<file path="config.mk">
export PLATFORM = sky130hd
export DESIGN_NAME = weight_store_gen_flat
export DESIGN_NICKNAME = d
export VERILOG_FILES = /design/src/rtl/weight_store_gen_pkg.sv /design/src/rtl/weight_store_gen_if.sv /design/src/rtl/weight_store_gen_w_rom_gen.sv /design/src/rtl/weight_store_gen.sv /design/src/flat_wrapper.sv
export SDC_FILE = /design/constraint.sdc
export NUM_CORES = 1
export LEC_CHECK = 0
export BUFFER_PORTS_ARGS = -buffer_cell sky130_fd_sc_hd__buf_2
export CORE_MARGIN = 4
export CORE_UTILIZATION = 25
export DETAILED_ROUTE_END_ITERATION = 8
export GPL_TIMING_DRIVEN = 1
export PLACE_DENSITY_LB_ADDON = 0.3
export SYNTH_ARGS = -nofsm -noshare
export SYNTH_HDL_FRONTEND = slang
export SYNTH_HIERARCHICAL = 1
export SYNTH_SLANG_ARGS = --single-unit
</file>
<file path="constraint.sdc">
create_clock -name clk -period 8.7 [get_ports clk]
set_input_delay 1.305 -clock clk [delete_from_list [all_inputs] [get_ports clk]]
set_output_delay 1.305 -clock clk [all_outputs]
set_load 0.05 [all_outputs]
</file>
<file path="src/rtl/weight_store_gen_pkg.sv">
// weight_store_gen_pkg: element width, layer codes, fetch states and helper functions shared by the weight store.
package weight_store_gen_pkg;
    localparam int DATA_LEN = 8;
    localparam int FNW = 512;
    localparam logic [3:0] LAYER0 = 4'd1;
    localparam logic [3:0] LAYER1 = 4'd2;
    localparam logic [3:0] LAYER2 = 4'd3;
    localparam logic [3:0] LAYER3 = 4'd4;
    localparam logic [3:0] AFFINE = 4'd5;
    typedef enum logic [1:0] {
        WSTORE_IDLE,
        WSTORE_ISSUE,
        WSTORE_DRAIN,
        WSTORE_DONE
    } wstore_state_e;
    // Non-layer codes map to 7, which never passes the layer-count check.
    function automatic logic [2:0] layer_idx(input logic [3:0] cs);
        return cs == LAYER0 ? 3'd0 :
               cs == LAYER1 ? 3'd1 :
               cs == LAYER2 ? 3'd2 :
               cs == LAYER3 ? 3'd3 :
               cs == AFFINE ? 3'd4 : 3'd7;
    endfunction
    function automatic logic [DATA_LEN-1:0] rom_elem(input int unsigned a, input int unsigned e,
                                                     input logic [DATA_LEN-1:0] seed);
        logic [31:0] v;
        v = a * 3 + e * 17;
        return v[DATA_LEN-1:0] ^ seed;
    endfunction
endpackage

</file>
<file path="src/rtl/weight_store_gen_if.sv">
// weight_store_gen_if: fetch request (load/cs/phase) and packed weight result bundle.
interface weight_store_gen_if #(
    parameter int WORD_ELEMS = 9,
    parameter int WORDS      = 4,
    parameter int PHASES     = 8,
    parameter int ADDR_W     = 8
);
    import weight_store_gen_pkg::*;
    localparam int PW = PHASES > 1 ? $clog2(PHASES) : 1;
    logic                                load;
    logic [3:0]                          cs;
    logic [PW-1:0]                       phase;
    logic                                valid;
    logic                                err;
    logic [WORDS*WORD_ELEMS*DATA_LEN-1:0] q;
    logic [ADDR_W-1:0]                   addr;
    modport master (output load, cs, phase, input valid, err, q, addr);
    modport slave (input load, cs, phase, output valid, err, q, addr);
endinterface

</file>
<file path="src/rtl/weight_store_gen_w_rom_gen.sv">
// w_rom_gen: registered weight ROM, 1-cycle read latency; contents are an address hash seeded by the last FILENAME byte.
module w_rom_gen
    import weight_store_gen_pkg::*;
#(
    parameter logic [FNW-1:0] FILENAME = "../data/data162/weight162_0.txt",
    parameter int ADDR_W     = 8,
    parameter int WORD_ELEMS = 9,
    parameter int WW         = WORD_ELEMS * DATA_LEN
) (
    input  logic              clk,
    input  logic [ADDR_W-1:0] addr,
    output logic [WW-1:0]     q
);
    localparam logic [DATA_LEN-1:0] SEED = FILENAME[DATA_LEN-1:0];
    logic [WW-1:0] word;
    always_comb begin
        word = '0;
        for (int e = 0; e < WORD_ELEMS; e++)
            word[e*DATA_LEN +: DATA_LEN] = rom_elem(32'(addr), 32'(e), SEED);
    end
    always_ff @(posedge clk) q <= word;
endmodule

</file>
<file path="src/rtl/weight_store_gen.sv">
// weight_store_gen: packs WORDS ROM words per (layer, phase) into q; define WSTORE_DBUF_EN to update q atomically with valid.
module weight_store_gen
    import weight_store_gen_pkg::*;
#(
    parameter logic [FNW-1:0] FILENAME = "../data/data162/weight162_0.txt",
    parameter int WORD_ELEMS = 9,
    parameter int WORDS      = 4,
    parameter int PHASES     = 8,
    parameter int LAYERS     = 5,
    parameter int ADDR_W     = 8
) (
    input logic clk,
    input logic rst,
    weight_store_gen_if.slave bus
);
    localparam int WW = WORD_ELEMS * DATA_LEN;
    localparam int QW = WORDS * WW;
    localparam int CW = $clog2(WORDS + 2);
    wstore_state_e     state_q, state_d;
    logic [ADDR_W-1:0] addr_q, addr_d, base;
    logic [CW-1:0]     cnt_q, cnt_d, idx_q, idx_d;
    logic              rd_q, rd_d, valid_q, valid_d, err_q, err_d, cs_ok;
    logic [QW-1:0]     q_q, q_d;
    logic [WW-1:0]     rom_q;
    w_rom_gen #(.FILENAME(FILENAME), .ADDR_W(ADDR_W), .WORD_ELEMS(WORD_ELEMS), .WW(WW)) u_rom (
        .clk (clk),
        .addr(addr_q),
        .q   (rom_q)
    );
    assign cs_ok = 32'(layer_idx(bus.cs)) < LAYERS;
    assign base  = ADDR_W'(layer_idx(bus.cs)) * ADDR_W'(PHASES * WORDS) + ADDR_W'(bus.phase) * ADDR_W'(WORDS);
    always_comb begin
        state_d = state_q;
        addr_d  = addr_q;
        cnt_d   = cnt_q;
        valid_d = valid_q;
        err_d   = err_q;
        unique case (state_q)
            WSTORE_IDLE: if (bus.load) begin
                addr_d  = cs_ok ? base : addr_q;
                cnt_d   = '0;
                err_d   = !cs_ok;
                state_d = cs_ok ? WSTORE_ISSUE : WSTORE_DONE;
            end
            WSTORE_ISSUE: if (!bus.load) state_d = WSTORE_IDLE;
            else begin
                addr_d  = cnt_q == CW'(WORDS - 1) ? addr_q : addr_q + 1'b1;
                cnt_d   = cnt_q + 1'b1;
                state_d = cnt_q == CW'(WORDS - 1) ? WSTORE_DRAIN : WSTORE_ISSUE;
            end
            WSTORE_DRAIN: if (!bus.load) state_d = WSTORE_IDLE;
            else if (cnt_q == CW'(WORDS + 1)) begin
                valid_d = 1'b1;
                state_d = WSTORE_DONE;
            end else cnt_d = cnt_q + 1'b1;
            WSTORE_DONE: if (!bus.load) begin
                valid_d = 1'b0;
                err_d   = 1'b0;
                state_d = WSTORE_IDLE;
            end
        endcase
    end
    // ROM data returns one cycle after issue; rd/idx track which slice it belongs to.
    assign rd_d  = state_q == WSTORE_ISSUE && bus.load;
    assign idx_d = cnt_q;
`ifdef WSTORE_DBUF_EN
    logic [QW-1:0] sh_q, sh_d;
    always_comb begin
        sh_d = sh_q;
        if (rd_q) sh_d[idx_q*WW +: WW] = rom_q;
    end
    assign q_d = valid_d && !valid_q ? sh_d : q_q;
    always_ff @(posedge clk) sh_q <= rst ? '0 : sh_d;
`else
    always_comb begin
        q_d = q_q;
        if (rd_q) q_d[idx_q*WW +: WW] = rom_q;
    end
`endif
    always_ff @(posedge clk) begin
        if (rst) begin
            state_q <= WSTORE_IDLE;
            addr_q  <= '0;
            cnt_q   <= '0;
            idx_q   <= '0;
            rd_q    <= 1'b0;
            valid_q <= 1'b0;
            err_q   <= 1'b0;
            q_q     <= '0;
        end else begin
            state_q <= state_d;
            addr_q  <= addr_d;
            cnt_q   <= cnt_d;
            idx_q   <= idx_d;
            rd_q    <= rd_d;
            valid_q <= valid_d;
            err_q   <= err_d;
            q_q     <= q_d;
        end
    end
    assign bus.valid = valid_q;
    assign bus.err   = err_q;
    assign bus.q     = q_q;
    assign bus.addr  = addr_q;
endmodule

</file>
<file path="src/flat_wrapper.sv">
// flat-port wrapper written by rule: the top's interface ports become plain ports
module weight_store_gen_flat import weight_store_gen_pkg::*;
#(
    parameter logic [FNW-1:0] FILENAME = "                               ",
    parameter int WORD_ELEMS = 9,
    parameter int WORDS      = 4,
    parameter int PHASES     = 8,
    parameter int LAYERS     = 5,
    parameter int ADDR_W     = 8
)
  (clk, rst, bus_load, bus_cs, bus_phase, bus_valid, bus_err, bus_q, bus_addr);
  weight_store_gen_if #(.WORD_ELEMS(WORD_ELEMS), .WORDS(WORDS), .PHASES(PHASES), .ADDR_W(ADDR_W)) bus_i ();
  input logic clk;
  input logic rst;
  input wire logic [$bits(bus_i.load)-1:0] bus_load;
  input wire logic [$bits(bus_i.cs)-1:0] bus_cs;
  input wire logic [$bits(bus_i.phase)-1:0] bus_phase;
  output wire logic [$bits(bus_i.valid)-1:0] bus_valid;
  output wire logic [$bits(bus_i.err)-1:0] bus_err;
  output wire logic [$bits(bus_i.q)-1:0] bus_q;
  output wire logic [$bits(bus_i.addr)-1:0] bus_addr;
  assign bus_i.load = bus_load;
  assign bus_i.cs = bus_cs;
  assign bus_i.phase = bus_phase;
  assign bus_valid = bus_i.valid;
  assign bus_err = bus_i.err;
  assign bus_q = bus_i.q;
  assign bus_addr = bus_i.addr;
  weight_store_gen #(.FILENAME(FILENAME), .WORD_ELEMS(WORD_ELEMS), .WORDS(WORDS), .PHASES(PHASES), .LAYERS(LAYERS), .ADDR_W(ADDR_W)) u_core (.clk(clk), .rst(rst), .bus(bus_i));
endmodule
</file>
Yosys cells after proc, flatten, opt, wreduce, memory -nomap -nowiden:

Cells that the tools add are included.

* add/subtract/negate cells: 12
* multiply operators: 2
* divide/modulo/power cells: 0
* magnitude comparators: 1
* equal/unequal tests: 19
* shifts and indexed selects: 2
* multiplexer cells: 30
* bitwise gates (word level): 9
* reduce and logical (&&, ||, !) cells: 12

Operator list (count)
* bitwise mux 288 bit: 1
* variable shift 72 x 34 -> 288 bit (first input constant): 1
* variable part select 72 x 34 -> 288 bit: 1
* negation 10 -> 34 bit: 1
* adder 8 x 7 -> 8 bit (second input constant): 4
* 2-to-1 mux 8 bit: 4
* 2-to-1 mux 3 bit: 8
* adder 8 x 6 -> 8 bit (second input constant): 2
* 2-to-1 mux 2 bit: 8
* one-hot mux 8 bit (2 select lines): 1
* inequality test 2 bit (second input constant): 6
* AND reduction 5 bit: 2
* inverter 1 bit: 9
* one-hot mux 3 bit (3 select lines): 1
* adder 8 x 1 -> 8 bit (second input constant): 1
* adder 8 x 5 -> 8 bit: 1
* adder 8 x 5 -> 8 bit (second input constant): 1
* adder 8 bit (second input constant): 1
* equality test 4 x 2 -> 1 bit (second input constant): 2
* equality test 4 x 3 -> 1 bit (second input constant): 2
* multiplier 8 x 2 -> 8 bit (second input constant): 1
* one-hot mux 2 bit (4 select lines): 1
* multiplier 3 x 4 -> 7 bit (second input constant): 1
* AND reduction 3 bit: 2
* other kinds (17): 25

* bits in registers: 379
* bits in latches: 0
* bits in writable memories: 0
* ROM bits: 0
* bits of input ports: 10
* output and inout bits: 298
* memories: 0

Longest topological paths before layout:

Gate-level depths: netlist (run 1).

* depth in word-level cells: 10
* mapped depth: 16

By module:

The synthesis (run 1) kept the hierarchy.

Modules (own cells, without submodules)
* weight_store_gen: instances 1, cells an instance 2309, area each 19104.6 um^2, seq. area each 6145.9 um^2
* w_rom_gen: instances 1, cells an instance 217, area each 2461.1 um^2, seq. area each 1181.1 um^2

Worst setup path after synthesis (run 1):

Ideal clock, no wire load.

* kind: register -> register
* from: register u_core.idx_q[0]
* to: register u_core.q_q[40], in the netlist u_core/bus.q[40]
* setup time: 0.134 ns
* arrival: 3.433 ns
* data required time: 8.566 ns
* slack: 5.132 ns
* stages on the path, launching flop included: 16
* path buffers: 6
* clock period less this slack: 3.568 ns
* cell sequence: dfxtp_1 > buf_4 > buf_4 > inv_2 > clkbuf_1 > ha_1 > buf_2 > nor4b_1 > ha_1 > clkbuf_1 > clkbuf_1 > nor2b_1 > nand4_1 > nor2_1 > a21o_1 > a211oi_1

* cells in the longest elaborated chain, start to end: 4

RTL lines
* start: declaration: line weight_store_gen.sv:21 `logic [CW-1:0] cnt_q, cnt_d, idx_q, idx_d;`
* start signal: assignment: line weight_store_gen.sv:94 `idx_q <= idx_d;`
* multiplier 3 x 4 -> 7 bit *: line weight_store_gen.sv:77 `if (rd_q) q_d[idx_q*WW +: WW] = rom_q;`
* negation 10 -> 34 bit *: line weight_store_gen.sv:77
* variable part select 72 x 34 -> 288 bit or variable shift 72 x 34 -> 288 bit (tied branches): line weight_store_gen.sv:77
* bitwise mux 288 bit *: line weight_store_gen.sv:77
* end signal: assignment: line weight_store_gen.sv:98 `q_q <= q_d;`
* end: declaration: line weight_store_gen.sv:23 `logic [QW-1:0] q_q, q_d;`

Mark *: on every way between the ends. The rest lies on a longest branch, timed or not.
A chain may end at the register's enable or synchronous reset.

Worst setup path in the final report (run 1):

* from: register u_core.idx_q[1]
* to: register u_core.q_q[272], in the netlist u_core/bus.q[272]

Same word-level chain as after synthesis.

==> results of run 1 <==
-- cell families (layout without fill, tap and decap cells) --
group           count (synthesis)  count (layout)
flops                         366             366
mux                           106             106
other cells                     0               1
buf+inv                       315             506
compound gates                909             909
xor+xnor                       43              43
simple gates                  754             754
fa+ha+maj                      33              33
-- per-layer routing --
metal,track usage [%],vias to the layer above,wire [um]
li1,-,9825,-
met1,27.6,10700,41600
met2,38.3,1105,52000
met3,4.07,299,8390
met4,11.7,0,6610
met5,0,-,0
-- where the power goes --
part           leakage (uW)  switching [uW]  internal (uW)
Clock              0.000704             781           1110
Sequential          0.00297             378           1830
Combinational       0.00568            1640            698
-- registers in the layout (all words and copies together) (netlist names) --
name,flops
u_core/bus.addr,8
u_core/bus.err,1
u_core/bus.q,288
u_core/bus.valid,1
u_core/cnt_q,3
u_core/idx_q,3
u_core/rd_q,1
u_core/state_q,2
u_core/u_rom/q,59
-- cell usage after synthesis (47+ instances only) --
master / instances / share of area [%]
dfxtp_1: 366 / 34
nor3_1: 69 / 1.6
inv_1: 68 / 1.2
nand3_1: 49 / 1.1
o21ai_0: 134 / 3.1
nand2_1: 173 / 3.0
a22oi_1: 80 / 2.8
a221oi_1: 47 / 1.9
a211oi_1: 138 / 4.8
a21oi_1: 176 / 4.1
clkbuf_1: 103 / 1.8
nor2_1: 269 / 4.7
buf_2: 73 / 1.7
-- worst max-delay path, cell delays in order, from the launching register on --
cell and delay [ns]:
dfxtp_1 0.97, inv_1 0.18, ha_4 0.53, buf_4 0.60, nand2_1 0.69, nor3_1 0.31
a32o_1 0.67, and2_1 0.66, a311oi_1 0.18
-- final cells by class --
| cell class | count | area [sq um] | share of cell area [%] |
|---|---|---|---|
| diodes | 1 | 2.50 | 0.00993 |
| clock buffers | 58 | 1210 | 4.82 |
| clock inverters | 19 | 238 | 0.944 |
| inverters | 77 | 289 | 1.15 |
| multi-input cells | 1845 | 12800 | 50.8 |
| flip-flops and latches | 366 | 7330 | 29.1 |
| well taps | 1144 | 1430 | 5.68 |
| repair buffers | 352 | 1880 | 7.47 |
-- cells in the final DEF (no fill, tap or decap), drive strengths merged, types with 16 or more instances in the layout --
cell type  instances
nor2b             24
a22oi             82
a221oi            62
a32oi             24
inv               79
ha                32
nand3             50
clkbuf            58
nand2            174
nor3              81
nand2b            31
o22ai             19
a31oi             29
dfxtp            366
and3              20
a311oi            40
mux2              40
nor2             273
buf              352
o2bb2ai           17
mux4              28
a211oi           141
and2              35
a21oi            182
o21ai            148
o211ai            16
xnor2             38
o31ai             18
a22o              16
mux2i             38
-- metrics by stage --
stage               hold WS, ns  cells  setup WS, ns  utilization [%]  power, uW
global route              0.475   3861          3.55             29.5       6640
CTS                       0.457   3861          3.86             29.5       6390
floorplan                 0.449   2526          5.13                -       3600
global placement          0.440   3784          3.97             27.8       4490
finish                    0.456   3862          3.69             29.5       6430
detailed placement        0.442   3784          3.88             27.8       4480
-- final timing paths --
kind	endpoint	slack, ns	depth (start not counted)
max reg2reg	u_core/bus.q[272]	3.69	8
max	u_core/bus.q[272]	3.69	8
min	u_core/bus.q[82]	0.46	2
min reg2reg	u_core/bus.q[82]	0.46	2
==> flow_summary.toml, run 1 <==
[outcome]
outcome = "finished clean"

[grt]
grt_usage_pct = 22.7
antenna_found_initial = 5
first_global_vias = 20800
grt_max_degree = 86
grt_first_pass_wirelength_mm = 152
gr-total-overflow = 0

[floorplan]
fp.dieW_um = 302
rows = 107
pin_count = 308
die_h_um = 302
initial_core_util_pct = 25.2
core_area_sq_um = 85400
dieArea_sq_um = 91000

[worst_hold_path]
hp-class = "flop to flop"
hold_path.startpoint = "u_core/bus.q[82]"

[timing]
setup_viol = 0
worstMarginPinSlew_ns = 1.34
drv_slew = 0
rsz0062_at_grt = "false"
timing.slew.headroom_pct = 10.6
max_freq_mhz = 200
skew_ns = 0.0341
finalSetupTns_ns = 0
min_period_ns = 5.01
hold_viol = 0
finalCritPeriodShare_pct = 57.6

[power]
vdd_drop_max_uv = 129
p_leak_uw = 0.00935
cellPowerDensity_nw_per_um2 = 255

[route]
vias = 21900
routed_wl_mm = 109
firstDrtPassIters = 7
initialDrtViolationCount = 2456
via_per_inst = 5.68
drc = 0
wl_per_cell_um = 28.1
antenna_left = 0

[clock_tree]
post_cts_buffers = 0
cts_tree = "done"
cts_buffers = 44
htree_levels = 2
cts_resized = 0
cts_root_buf = "clkbuf_16"
clkSinkCount = 366
clock_insertion_delay_worst_skew_ns = 0.59
postCtsHoldBufs = 0
clk_pin_slew_ns = 0.06
max-clock-path-buffers = 3

[synth]
synth_top_family_by_area = "compound AO/OA/AOI/OAI gates"
synth.yosys.warnings = 6
synth-edff-count = 0
syn_area_sq_um = 21600
ys_types = 115
synth_seq_cells = 366
syn_avg_cell_area_sq_um = 8.54
synthArstFlopShare_pct = 0
synth_compound_gate_area_share_pct = 31.2
ys.flop_type = "dfxtp_1"
synthMuxAreaShare_pct = 6.81
synth-xor-area-share_pct = 1.82
synthCells = 2526
yosysSeqAreaShare_pct = 34.0
synthSimpleGateAreaFrac_pct = 17.3
synthAdderAreaFrac_pct = 1.95
syn_nets = 2569

[critical_path]
path_class = "flop to flop"
worst_setup_path_end_kind = "flop"
cp-start-kind = "flop"
crit_path_start = "u_core/idx_q[1]"
r2r-start = "u_core/idx_q[1]"
crit_fanout = 52
crit_required_ns = 9.13
critPathArrivalTime_ns = 5.44

[cells_and_area]
fillers = 9332
nets = 2729
area_growth_syn_to_layout_pct = 16.8
layout-drive-gt1-share_pct = 22.1
final_area_sq_um = 25200

[placement]
placed_area_sq_um = 23700
io_buffer_count = 307
dp_hpwl_mm = 81.2
place.gp.congestion = 1.03

[flow_run]
cap_violations = 0
No activity file was read; power rests on OpenSTA's default activity.
==> inputs of run 2 (changes only) <==
--- a/config.mk
+++ b/config.mk
@@ -5,6 +5,7 @@
 export SDC_FILE = /design/constraint.sdc
 export NUM_CORES = 1
 export LEC_CHECK = 0
+export ABC_AREA = 1
 export BUFFER_PORTS_ARGS = -buffer_cell sky130_fd_sc_hd__buf_2
 export CORE_MARGIN = 4
 export CORE_UTILIZATION = 25
==> constraint.sdc (replaced) <==
create_clock -name clk -period 4.7 [get_ports clk]
set_input_delay 0.705 -clock clk [delete_from_list [all_inputs] [get_ports clk]]
set_output_delay 0.705 -clock clk [all_outputs]
set_load 0.05 [all_outputs]
==> run 2 against run 1 <==
Count of clock-buffer cells in the layout rose by 3. Non-clock buffer count increased by 10. Combinational power rose to 3.5 times the previous value. Clock power up 84%. Synthesized cell count rose by 39%. Critical path depth rose by 4. Sequential cell count unchanged. Final area grew 0.98%. Critical endpoint is now u_core/bus.q[149]. Highest routed layer unchanged.
==> flow_summary.toml, run 2 <==
[placement]
dp_hpwl_mm = 82.9
io_buffer_count = 307
placed_area_sq_um = 24000
place.gp.congestion = 1.03

[floorplan]
rows = 107
initial_core_util_pct = 25.3
fp.dieW_um = 302
pin_count = 308
core_area_sq_um = 85500
die_h_um = 302
dieArea_sq_um = 91300

[timing]
skew_ns = 0.0260
worstMarginPinSlew_ns = 0.975
holdWs_ns = 0.461
max_freq_mhz = 276
finalSetupTns_ns = 0
timing.slew.headroom_pct = 35.0
hold_viol = 0
drv_slew = 0
rsz0062_at_grt = "false"
min_period_ns = 3.63
finalCritPeriodShare_pct = 77.2
setup_viol = 0

[clock_tree]
clkSinkCount = 366
cts_buffers = 43
clock_insertion_delay_worst_skew_ns = 0.58
cts_root_buf = "clkbuf_16"
htree_levels = 2
cts_tree = "done"
postCtsHoldBufs = 0
post_cts_buffers = 0
clk_pin_slew_ns = 0.05
max-clock-path-buffers = 3
cts_resized = 0

[power]
seqPwrFrac_pct = 26.2
p_clk_share_pct = 21.8
p_sw_share_pct = 52.0
p_sw_uw = 8310
p_leak_uw = 0.0125
internal_power_uw = 7660
cellPowerDensity_nw_per_um2 = 628
vdd_drop_max_uv = 284
p_comb_share_pct = 52.0

[critical_path]
rrSetupSlack_ns = 1.07
cp_top_family = "simple AND/OR/NAND/NOR gates"
path_class = "flop to flop"
path_common_cell = "nor2_1"
cp-start-kind = "flop"
cp_slowest_cell = "buf_4"
path_cells = "buf_4, nor2_1, nand2_4, nand2_2, nor2_4, nand2_1, nor2_8, nand2_1, nand2_2, o21ai_0, nor2_1, nor2_1"
worst_setup_path_end_kind = "flop"
crit_fanout = 87
critPathBufInv = 1
reg2regPathDepth = 12
reg2reg_to = "u_core/bus.q[149]"
r2r-start = "u_core/idx_q[0]"
crit_required_ns = 5.16
slowest_delay_ns = 0.73
critPathArrivalTime_ns = 4.09

[outcome]
outcome = "finished clean"

[cells_and_area]
nets = 3713
final_area_sq_um = 25400
area_growth_syn_to_layout_pct = 17.6
largest_reg_flops = 288
n_antenna_cell = 0
layout-drive-gt1-share_pct = 13.8
layout_common_cells = "1006 x nand2_1, 444 x nor2_1, 378 x nand3_1"
layout_commonest_cell = "nand2_1"
regMostFlops = "u_core/bus.q"

[synth]
yosys-top-cells-area = "dfxtp_1 34%, nand2_1 17%, nand3_1 8.7%"
syn_avg_cell_area_sq_um = 6.17
synthArstFlopShare_pct = 0
synthCells = 3506
yosysSeqAreaShare_pct = 33.9
synth_seq_cells = 366
yosysTopAreaCell = "dfxtp_1"
ys_types = 50
synth-edff-count = 0
ys.flop_type = "dfxtp_1"
ys_top_cells_by_count = "1007 x nand2_1, 447 x nor2_1, 378 x nand3_1, 366 x dfxtp_1, 304 x o21ai_0"
syn_nets = 3549
synth_top_cell_area_share_pct = 33.9
synth.yosys.warnings = 6
synth.most_common_cell = "nand2_1"
syn_area_sq_um = 21600

[grt]
first_global_vias = 22200
antenna_found_initial = 1
grt_max_degree = 116
gr-total-overflow = 0
grt_first_pass_wirelength_mm = 152
grt_usage_pct = 22.5

[route]
firstDrtPassIters = 6
via_per_inst = 4.96
wl_per_cell_um = 22.1
routed_wl_mm = 107
antenna_left = 0
drc = 0
vias = 24000
initialDrtViolationCount = 2911

[worst_hold_path]
min_to = "u_core/bus.q[10]"
hold_path.startpoint = "u_core/bus.q[10]"
whs_path_depth = 2
hp-class = "flop to flop"

[flow_run]
cap_violations = 0
==> run 2: worst min-delay path: cells and delay by family (launching register included) <==
kind            cells  cell delay (ns)
compound gates      1             0.05
flops               1             0.30
simple gates        1             0.06
==> run 2: power by group through the flow <==
| stage | registers (uW) | logic, uW | clock network (uW) |
|---|---|---|---|
| 3_5_place_dp | 4200 | 8060 | 0 |
| 2_1_floorplan | 4370 | 4990 | 0 |
| 3_3_place_gp | 4210 | 8070 | 0 |
| 4_1_cts | 4140 | 8090 | 3570 |
| 5_1_grt | 4180 | 8910 | 3690 |
| 6_report | 4180 | 8300 | 3480 |
==> run 2: per-stage QoR <==
step	setup slack (ns)	util, %	total power [uW]	instances
floorplan	1.62	-	9360	3506
global placement	1.23	28.0	12300	4769
detailed placement	1.21	28.0	12300	4769
CTS	1.19	29.7	15800	4845
global route	0.829	29.7	16800	4845
finish	1.07	29.7	16000	4845
==> run 2: per-layer routing <==
metal,wire length (um),global-route usage (%),share of wire (%)
met5,0,0,0
met4,4820,9.10,4.5
met2,49300,36.9,46
met1,44100,29.0,41
met3,9030,4.35,8.4
==> run 2: worst max path at each step <==
stage	start	endpoint	slack (ns)	cells after the start
finish	u_core/idx_q[0]	u_core/bus.q[149]	1.07	12
global route	u_core/idx_q[0]	u_core/bus.q[154]	0.83	12
CTS	u_core/idx_q[0]	u_core/bus.q[30]	1.19	12
detailed placement	u_core/idx_q[0]	u_core/bus.q[30]	1.21	12
global placement	u_core/idx_q[0]	u_core/bus.q[30]	1.23	12
floorplan	u_core/bus.addr[0]	u_core/u_rom/q[22]	1.62	11
==> run 2: cell type report <==
class	instances	area, sq um
multi-input combinational	2653	12300
timing repair buffer	362	2010
inverter	244	926
sequential	366	7330
tap	1144	1430
clock inverter	15	218
fill	9686	60100
clock buffer	61	1240
==> run 2: logic make-up after synthesis <==
group / share of synthesized area [%]
compound gates: 15.7
xor+xnor: 1.16
fa+ha+maj: 1.94
buf+inv: 9.53
flops: 33.9
simple gates: 37.8
